File: config.mk
export PLATFORM = sky130hd
export DESIGN_NAME = aes_round_seq_flat
export DESIGN_NICKNAME = d
export VERILOG_FILES = /design/src/rtl/aes_round_seq_if.sv /design/src/rtl/aes_round_seq.sv /design/src/flat_wrapper.sv
export SDC_FILE = /design/constraint.sdc
export NUM_CORES = 1
export LEC_CHECK = 0
export ABC_CLOCK_PERIOD_IN_PS = 3700
export BUFFER_PORTS_ARGS = -buffer_cell sky130_fd_sc_hd__buf_4
export CAP_MARGIN = 20
export CORE_AREA = 10 10 345 347
export DETAILED_ROUTE_END_ITERATION = 16
export DIE_AREA = 0 0 355 357
export GPL_TIMING_DRIVEN = 0
export PLACE_DENSITY_LB_ADDON = 0.12
export SLEW_MARGIN = 20
export SYNTH_ARGS = -nofsm -noshare
export SYNTH_HDL_FRONTEND = slang
export SYNTH_SLANG_ARGS = --single-unit
File: constraint.sdc
create_clock -name int_osc -period 3.7 [get_ports int_osc]
set_clock_uncertainty 0.2 [all_clocks]
set_input_delay 0.37 -clock int_osc [delete_from_list [all_inputs] [get_ports int_osc]]
set_output_delay 0.37 -clock int_osc [all_outputs]
set_load 0.005 [all_outputs]
File: src/rtl/aes_round_seq_if.sv
//------------------------------------------------------------------------------
// aes_round_seq_if : handshake and data bus between the AES round sequencer and
//                    its datapath / key-schedule / consumer environment
// Revision 1.0
//------------------------------------------------------------------------------
`default_nettype none

interface aes_round_seq_if #(
   parameter int RW = 4
);
   logic          start;
   logic          ready;
   logic [127:0]  plaintext;
   logic [127:0]  subbytes;
   logic          sudone;
   logic [127:0]  shifted;
   logic [127:0]  mixed;
   logic [127:0]  roundkey;
   logic          keyvalid;
   logic [RW-1:0] key_idx;
   logic [127:0]  sreg;
   logic [RW-1:0] round;
   logic          cvalid;
   logic          out_ready;
   logic [127:0]  ciphertext;
   logic          alarm;

   modport master (
      output start, plaintext, subbytes, sudone, shifted, mixed, roundkey, keyvalid, out_ready,
      input  ready, key_idx, sreg, round, cvalid, ciphertext, alarm
   );

   modport slave (
      input  start, plaintext, subbytes, sudone, shifted, mixed, roundkey, keyvalid, out_ready,
      output ready, key_idx, sreg, round, cvalid, ciphertext, alarm
   );
endinterface

`default_nettype wire

File: src/rtl/aes_round_seq.sv
//------------------------------------------------------------------------------
// aes_round_seq : AES encryption round sequencer (NK=4/6/8) stepping external
//                 S-box, ShiftRows, MixColumns and key-schedule units
// Revision 1.0
//------------------------------------------------------------------------------
`default_nettype none

module aes_round_seq #(
   parameter int NK      = 4,
   parameter int TIMEOUT = 255,
   parameter int RW      = 4
) (
   input  logic            int_osc,
   input  logic            reset,
   aes_round_seq_if.slave  bus
);
   localparam int NR = NK + 6;
   localparam logic [RW-1:0] NR_R    = RW'(NR);
   localparam logic [15:0]   WD_LAST = 16'(TIMEOUT - 1);

   localparam logic [2:0] S_IDLE   = 3'd0;
   localparam logic [2:0] S_INIT   = 3'd1;
   localparam logic [2:0] S_SUB    = 3'd2;
   localparam logic [2:0] S_SHIFT  = 3'd3;
   localparam logic [2:0] S_MIX    = 3'd4;
   localparam logic [2:0] S_ADDKEY = 3'd5;
   localparam logic [2:0] S_DONE   = 3'd6;

   generate
      if (!(NK == 4 || NK == 6 || NK == 8)) begin : g_bad_nk
         $error("aes_round_seq: NK must be 4, 6 or 8");
      end
      if ((2 ** RW) <= NR) begin : g_bad_rw
         $error("aes_round_seq: RW too narrow for NR");
      end
      if (TIMEOUT < 1 || TIMEOUT > 65535) begin : g_bad_timeout
         $error("aes_round_seq: TIMEOUT must be 1..65535");
      end
   endgenerate

   logic [2:0]    state_q, state_d;
   logic [127:0]  sreg_q, sreg_d;
   logic [127:0]  ct_q, ct_d;
   logic [RW-1:0] round_q, round_d;
   logic [15:0]   wd_q, wd_d;
   logic          alarm_q, alarm_d;
   logic          waiting;
   logic          handshake;

   always_comb begin
      state_d   = state_q;
      sreg_d    = sreg_q;
      ct_d      = ct_q;
      round_d   = round_q;
      alarm_d   = 1'b0;
      wd_d      = 16'd0;
      waiting   = (state_q == S_INIT) || (state_q == S_SUB) || (state_q == S_ADDKEY);
      handshake = (state_q == S_SUB) ? bus.sudone : bus.keyvalid;

      case (state_q)
         S_IDLE: begin
            if (bus.start) begin
               sreg_d  = bus.plaintext;
               round_d = '0;
               state_d = S_INIT;
            end
         end
         S_INIT: begin
            if (bus.keyvalid) begin
               sreg_d  = sreg_q ^ bus.roundkey;
               round_d = RW'(1);
               state_d = S_SUB;
            end
         end
         S_SUB: begin
            if (bus.sudone) begin
               sreg_d  = bus.subbytes;
               state_d = S_SHIFT;
            end
         end
         S_SHIFT: begin
            sreg_d  = bus.shifted;
            // The last round has no MixColumns step.
            state_d = (round_q < NR_R) ? S_MIX : S_ADDKEY;
         end
         S_MIX: begin
            sreg_d  = bus.mixed;
            state_d = S_ADDKEY;
         end
         S_ADDKEY: begin
            if (bus.keyvalid) begin
               sreg_d = sreg_q ^ bus.roundkey;
               if (round_q == NR_R) begin
                  ct_d    = sreg_q ^ bus.roundkey;
                  state_d = S_DONE;
               end else begin
                  round_d = round_q + RW'(1);
                  state_d = S_SUB;
               end
            end
         end
         S_DONE: begin
            if (bus.out_ready) begin
               round_d = '0;
               state_d = S_IDLE;
            end
         end
         default: begin
            state_d = S_IDLE;
         end
      endcase

      // Watchdog overrides the stalled wait; the block in flight is dropped.
      if (waiting && !handshake) begin
         if (wd_q == WD_LAST) begin
            state_d = S_IDLE;
            sreg_d  = '0;
            round_d = '0;
            alarm_d = 1'b1;
         end else begin
            wd_d = wd_q + 16'd1;
         end
      end
   end

   always_ff @(posedge int_osc or negedge reset) begin
      if (!reset) begin
         state_q <= S_IDLE;
         sreg_q  <= '0;
         ct_q    <= '0;
         round_q <= '0;
         wd_q    <= 16'd0;
         alarm_q <= 1'b0;
      end else begin
         state_q <= state_d;
         sreg_q  <= sreg_d;
         ct_q    <= ct_d;
         round_q <= round_d;
         wd_q    <= wd_d;
         alarm_q <= alarm_d;
      end
   end

   assign bus.ready      = (state_q == S_IDLE);
   assign bus.cvalid     = (state_q == S_DONE);
   assign bus.key_idx    = (state_q == S_ADDKEY) ? round_q : '0;
   assign bus.sreg       = sreg_q;
   assign bus.round      = round_q;
   assign bus.ciphertext = ct_q;
   assign bus.alarm      = alarm_q;

endmodule

`default_nettype wire

File: src/flat_wrapper.sv
// flat-port wrapper written by rule: the top's interface ports become plain ports
module aes_round_seq_flat 
#(
   parameter int NK      = 4,
   parameter int TIMEOUT = 255,
   parameter int RW      = 4
)
  (int_osc, reset, bus_start, bus_plaintext, bus_subbytes, bus_sudone, bus_shifted, bus_mixed, bus_roundkey, bus_keyvalid, bus_out_ready, bus_ready, bus_key_idx, bus_sreg, bus_round, bus_cvalid, bus_ciphertext, bus_alarm);
  aes_round_seq_if #(.RW(RW)) bus_i ();
  input  logic int_osc;
  input  logic reset;
  input wire logic [$bits(bus_i.start)-1:0] bus_start;
  input wire logic [$bits(bus_i.plaintext)-1:0] bus_plaintext;
  input wire logic [$bits(bus_i.subbytes)-1:0] bus_subbytes;
  input wire logic [$bits(bus_i.sudone)-1:0] bus_sudone;
  input wire logic [$bits(bus_i.shifted)-1:0] bus_shifted;
  input wire logic [$bits(bus_i.mixed)-1:0] bus_mixed;
  input wire logic [$bits(bus_i.roundkey)-1:0] bus_roundkey;
  input wire logic [$bits(bus_i.keyvalid)-1:0] bus_keyvalid;
  input wire logic [$bits(bus_i.out_ready)-1:0] bus_out_ready;
  output wire logic [$bits(bus_i.ready)-1:0] bus_ready;
  output wire logic [$bits(bus_i.key_idx)-1:0] bus_key_idx;
  output wire logic [$bits(bus_i.sreg)-1:0] bus_sreg;
  output wire logic [$bits(bus_i.round)-1:0] bus_round;
  output wire logic [$bits(bus_i.cvalid)-1:0] bus_cvalid;
  output wire logic [$bits(bus_i.ciphertext)-1:0] bus_ciphertext;
  output wire logic [$bits(bus_i.alarm)-1:0] bus_alarm;
  assign bus_i.start = bus_start;
  assign bus_i.plaintext = bus_plaintext;
  assign bus_i.subbytes = bus_subbytes;
  assign bus_i.sudone = bus_sudone;
  assign bus_i.shifted = bus_shifted;
  assign bus_i.mixed = bus_mixed;
  assign bus_i.roundkey = bus_roundkey;
  assign bus_i.keyvalid = bus_keyvalid;
  assign bus_i.out_ready = bus_out_ready;
  assign bus_ready = bus_i.ready;
  assign bus_key_idx = bus_i.key_idx;
  assign bus_sreg = bus_i.sreg;
  assign bus_round = bus_i.round;
  assign bus_cvalid = bus_i.cvalid;
  assign bus_ciphertext = bus_i.ciphertext;
  assign bus_alarm = bus_i.alarm;
  aes_round_seq #(.NK(NK), .TIMEOUT(TIMEOUT), .RW(RW)) u_core (.int_osc(int_osc), .reset(reset), .bus(bus_i));
endmodule
### Word-level counts from Yosys, hierarchy flattened

Cells that the tools add are included.

* register bits: 280
* bits of input ports: 646
* word-level logic and storage cells: 55

* $add $sub $neg: 2
* magnitude comparators: 1
* equality and inequality tests: 8
* muxes and demuxes: 30
* bitwise logic cells: 1
* reduce and logical (&&, ||, !) cells: 7

Operator list (number)
* 128-bit 2-to-1 mux: 5
* 128-bit one-hot mux with 5 select lines: 1
* 128-bit bitwise XOR: 1
* 16-bit 2-to-1 mux: 2
* 4-bit 2-to-1 mux: 8
* 3-bit 2-to-1 mux: 8
* 3-bit one-hot mux with 7 select lines: 1
* 16-bit by 1-bit adder with 16-bit output, second input constant: 1
* 16-bit by 8-bit == test with 1-bit output, second input constant: 1
* 4-bit one-hot mux with 4 select lines: 1
* 3-bit == test, second input constant: 3
* 3-bit by 2-bit == test with 1-bit output, second input constant: 2
* 4-bit by 1-bit adder with 4-bit output, second input constant: 1
* 4-bit == test, second input constant: 1
* 4-bit < comparator, second input constant: 1
* 1-bit 2-to-1 mux: 4
* 3-bit by 1-bit == test with 1-bit output, second input constant: 1
* 3-bit zero test: 1
* 3-bit AND reduction: 1
* 1-bit logical OR: 2
* 2-bit OR reduction: 1
* 1-bit logical AND: 1
* 1-bit zero test: 1

### Depth between registers and ports, before layout

* word-level depth: 6
* depth in mapped cells: 8
* gate-level depth less buffers: 6

### Least setup slack after synthesis

No wires, ideal clock.

* path type: register -> register
* from: reg u_core.round_q[0], in the netlist u_core.bus.round[0]
* to: reg u_core.ct_q[119], in the netlist u_core.bus.ciphertext[119]
* data arrival time: 1.607 ns
* data required time: 3.375 ns
* slack: 1.767 ns
* cell stages (with the launch flop): 8
* cell sequence: dfrtp_1 -> inv_1 -> ha_1 -> and3b_1 -> nand3_2 -> buf_6 -> buf_4 -> mux2_4

* cells in the longest elaborated chain, start to end: 2

RTL lines
* start, declared: line aes_round_seq.sv:44 `logic [RW-1:0] round_q, round_d;`
* start signal, assigned: line aes_round_seq.sv:138 `round_q <= round_d;`
* 4-bit == test: line aes_round_seq.sv:93 `if (round_q == NR_R) begin`
* 3-bit AND reduction (no line)
* end signal, assigned: line aes_round_seq.sv:137 `ct_q <= ct_d;`
* end, declared: line aes_round_seq.sv:43 `logic [127:0] ct_q, ct_d;`

Every way passes these cells.
A chain may end at the register's enable or synchronous reset.

### Worst setup path after layout

* from: reg u_core.state_q[1]
* to: reg u_core.sreg_q[74], in the netlist u_core.bus.sreg[74]

* cells in the longest elaborated chain, start to end: 5
* elaborated cells on any way between the ends: 15

RTL lines
* start, declared: line aes_round_seq.sv:41 `logic [2:0] state_q, state_d;`
* start signal, assigned: line aes_round_seq.sv:135 `state_q <= state_d;`
* 3-bit == test (tied with other cells): line aes_round_seq.sv:57, aes_round_seq.sv:60
* 2-bit OR reduction (no line) (tied with other cells)
* 128-bit one-hot mux with 5 select lines (tied with other cells): line aes_round_seq.sv:60 `case (state_q)`
* 128-bit 2-to-1 mux or 1-bit logical AND (tied branches): line aes_round_seq.sv:115, aes_round_seq.sv:114
* 128-bit 2-to-1 mux (*): line aes_round_seq.sv:114 `if (waiting && !handshake) begin`
* named net u_core.sreg_d[74]: line aes_round_seq.sv:42 `logic [127:0] sreg_q, sreg_d;`
* end signal, assigned: line aes_round_seq.sv:136 `sreg_q <= sreg_d;`
* end, declared: line aes_round_seq.sv:42

The timed path passes the listed nets; every way through them passes the cells marked *.

==> out/qor.txt <==
status -> complete, no violations
die height -> 357 um
FILL cells -> 12,177
syn_area_per_cell -> 9.73 um2
layout cells sized above 1 -> 35.0%
Final Hold Viols -> 0
Synth cell types -> 51
Most used DFF post-synth -> dfrtp_1
Post-Synthesis Cells -> 1,719
Initial Utilization -> 14.9%
Total GRT Usage -> 17.6%
Worst-path clk slew -> 0.06 ns
most common cell after layout, fill and taps aside -> buf_4
1st-iter DRT viols -> 1,622
dpl cell area -> 25,600 um2
Area growth syn-to-layout -> 90.0%
Async S/R FF share, synth -> 100%
Max-slew headroom -> 31.8%
critical path required time -> 4.04 ns
fmax -> 0.278 GHz
DRT Pass-1 Iters -> 8
flops & latches, synth -> 280
clock buffer depth -> 3
Multi-input gate area -> 8860 um2
wire per inst -> 25.1 um
RSZ-0062 raised after global routing -> yes
MaxCap Viol Count -> 0
Total Die Area -> 127,000 um2
synthesized area -> 16,700 um2
DRC errors left -> 0
maximum vdd drop -> 0.380 mV
Synth Net Count -> 2,369
CTS tree -> done
Final nets -> 3,808
dpl ws -> 0.672 ns
WP data arrival -> 3.93 ns
crit end category -> flop
largest net degree at the start of global routing -> 76
Seq/Total Area, Yosys -> 41.9%
Reg area -> 7010 um2
Hold Path Class -> in -> reg
Synthesis Warnings -> 0
initial antenna violation count -> 36
drt via density -> 4.34
Leakage -> 15.0 nW
gpl congestion -> 0.865
PwrDens -> 619 nW/um2
Die W -> 355 um
vias in the first global route -> 22,683
port buffer count -> 911
clock root buffer -> clkbuf_16
Final Max Slew Viols -> 0
Num CTS Buffers -> 40
number of core rows -> 123
Yosys top cell by area -> dfrtp_1
CTS H-tree depth -> 2
crit path time final -> 3.59 ns
Area contributors post-synth -> dfrtp_1 (42%), nand2_1 (8.7%), a222oi_1 (7.5%), mux2i_1 (7.5%), xor2_1 (7.2%)
routed vias -> 20,419
final setup margin -> 0.109 ns
Final Instance Area -> 31,800 um2
worst path cell trace -> buf_4, nor2_2, and2_1, buf_6, buf_1, a222oi_1, dlygate4sd3_1, a31oi_1, dlygate4sd3_1
CP peak stage delay -> 0.60 ns
critical path class -> reg -> reg
Final ANT Viol Nets -> 0
final period utilization -> 97.1%
DP Wirelength -> 92,800 um
Final setup viols -> 0
most frequent cells in the layout -> buf_4 (919), dlygate4sd3_1 (480), nand2_1 (386)
number of synthesized flops with an enable pin -> 0
Core Area -> 112,000 um2
total congestion overflow -> 0
num ports -> 913
CP Max Fanout -> 10
global-route wire length before repair -> 165,000 um
top-area cell type share of the netlist area -> 41.9%
Worst Max-Slew Pin Slew -> 1.02 ns
slowest CP cell -> dlygate4sd3_1
drt total wl -> 118,000 um
clk_lat worst skew -> 0.62 ns
crit start category -> flop
Worst path most repeated cell -> dlygate4sd3_1
clock sink count -> 280
==> through the flow <==
stage	std cells	power (mW)	hold slack [ns]	utilization, %	setup TNS, ns
floorplan	1719	8.72	-0.126	-	0
global placement	4130	13.2	0.276	22.7	-295.74
detailed placement	4134	13.3	0.225	22.8	0
CTS	4685	19.8	0.00196	28.3	0
global route	4702	21.0	0.0346	28.4	-0.0928
finish	4706	19.7	0.0378	28.4	0
==> Yosys cell counts (22+ instances only) <==
cell type	n
o21ai_0	131
buf_2	54
nand2_1	386
mux2_2	30
mux2_1	90
buf_6	22
mux2i_1	126
a31oi_1	133
a222oi_1	126
clkbuf_1	62
nor2_1	22
dfrtp_1	280
xor2_1	137
==> metal layers <==
metal / GRT usage [%] / part of all wire [%] / wire length (um) / up-vias
met5: 0 / 0.079 / 93 / -
met4: 5.60 / 2.4 / 2820 / 14
met3: 4.88 / 7.3 / 8590 / 135
met2: 32.4 / 52 / 61800 / 838
met1: 19.4 / 38 / 45000 / 10179
li1: - / - / - / 9253
==> cells by family after synthesis <==
logic type,synth area share [%]
adder cells (fa/ha/maj),0.299
multiplexers,16.2
buffers and inverters,5.12
XOR/XNOR,7.38
AND/OR/NAND/NOR,11.7
flip-flops,41.9
AO/OA/AOI/OAI,17.4
==> flip-flops by register name, indices dropped and copies added (netlist names) <==
register / cells
u_core.bus.ciphertext: 128
u_core.bus.sreg: 128
u_core.wd_q: 16
u_core.bus.round: 4
u_core.state_q: 3
u_core.bus.alarm: 1
==> worst max-delay path, delay by kind of cell (launching register included) <==
kind / cells / cell delay, ns
buf+inv: 5 / 2.14
flops: 1 / 0.39
simple gates: 2 / 0.38
compound gates: 2 / 0.38
==> path summary, 6_finish.rpt <==
kind                            slack [ns]  depth (start not counted)                                    end                                  start
worst min-delay path                  0.04                          5          u_core.bus.sreg[72]$_DFF_PN0_                        bus_shifted[72]
worst max register to register        0.11                          9          u_core.bus.sreg[74]$_DFF_PN0_            u_core.state_q[1]$_DFF_PN0_
worst min register to register        0.29                          1  u_core.bus.ciphertext[57]$_DFFE_PN0P_  u_core.bus.ciphertext[57]$_DFFE_PN0P_
worst max-delay path                  0.11                          9          u_core.bus.sreg[74]$_DFF_PN0_            u_core.state_q[1]$_DFF_PN0_
min in group asynchronous             0.18                          2  u_core.bus.ciphertext[85]$_DFFE_PN0P_                                  reset
max in group asynchronous             1.84                          4  u_core.bus.ciphertext[19]$_DFFE_PN0P_                                  reset
==> power by group <==
| part | leakage [nW] | internal [mW] | total [mW] | switching (mW) |
|---|---|---|---|---|
| sequential | 3.71 | 3.81 | 4.95 | 1.14 |
| clock | 0.649 | 2.28 | 3.99 | 1.72 |
| combinational | 10.6 | 5.45 | 10.7 | 5.27 |
==> area by class of cell <==
class | count | share of cell area, %
inverters | 3 | 0.0354
clock inverters | 8 | 0.311
plain buffers | 154 | 2.73
diodes | 19 | 0.150
repair buffers | 1397 | 37.1
multi-input cells | 1282 | 27.9
clock buffers | 63 | 3.83
well taps | 1500 | 5.91
flip-flops and latches | 280 | 22.0
==> timing repair <==
item	4_1_cts	5_1_grt
hold buffers	480	0
setup buffers	0	2
endpoints found under the setup margin	0	70
resized for setup	0	20
hold endpoints to repair	294	0
Note: power is estimated with default switching activity, not from simulation.
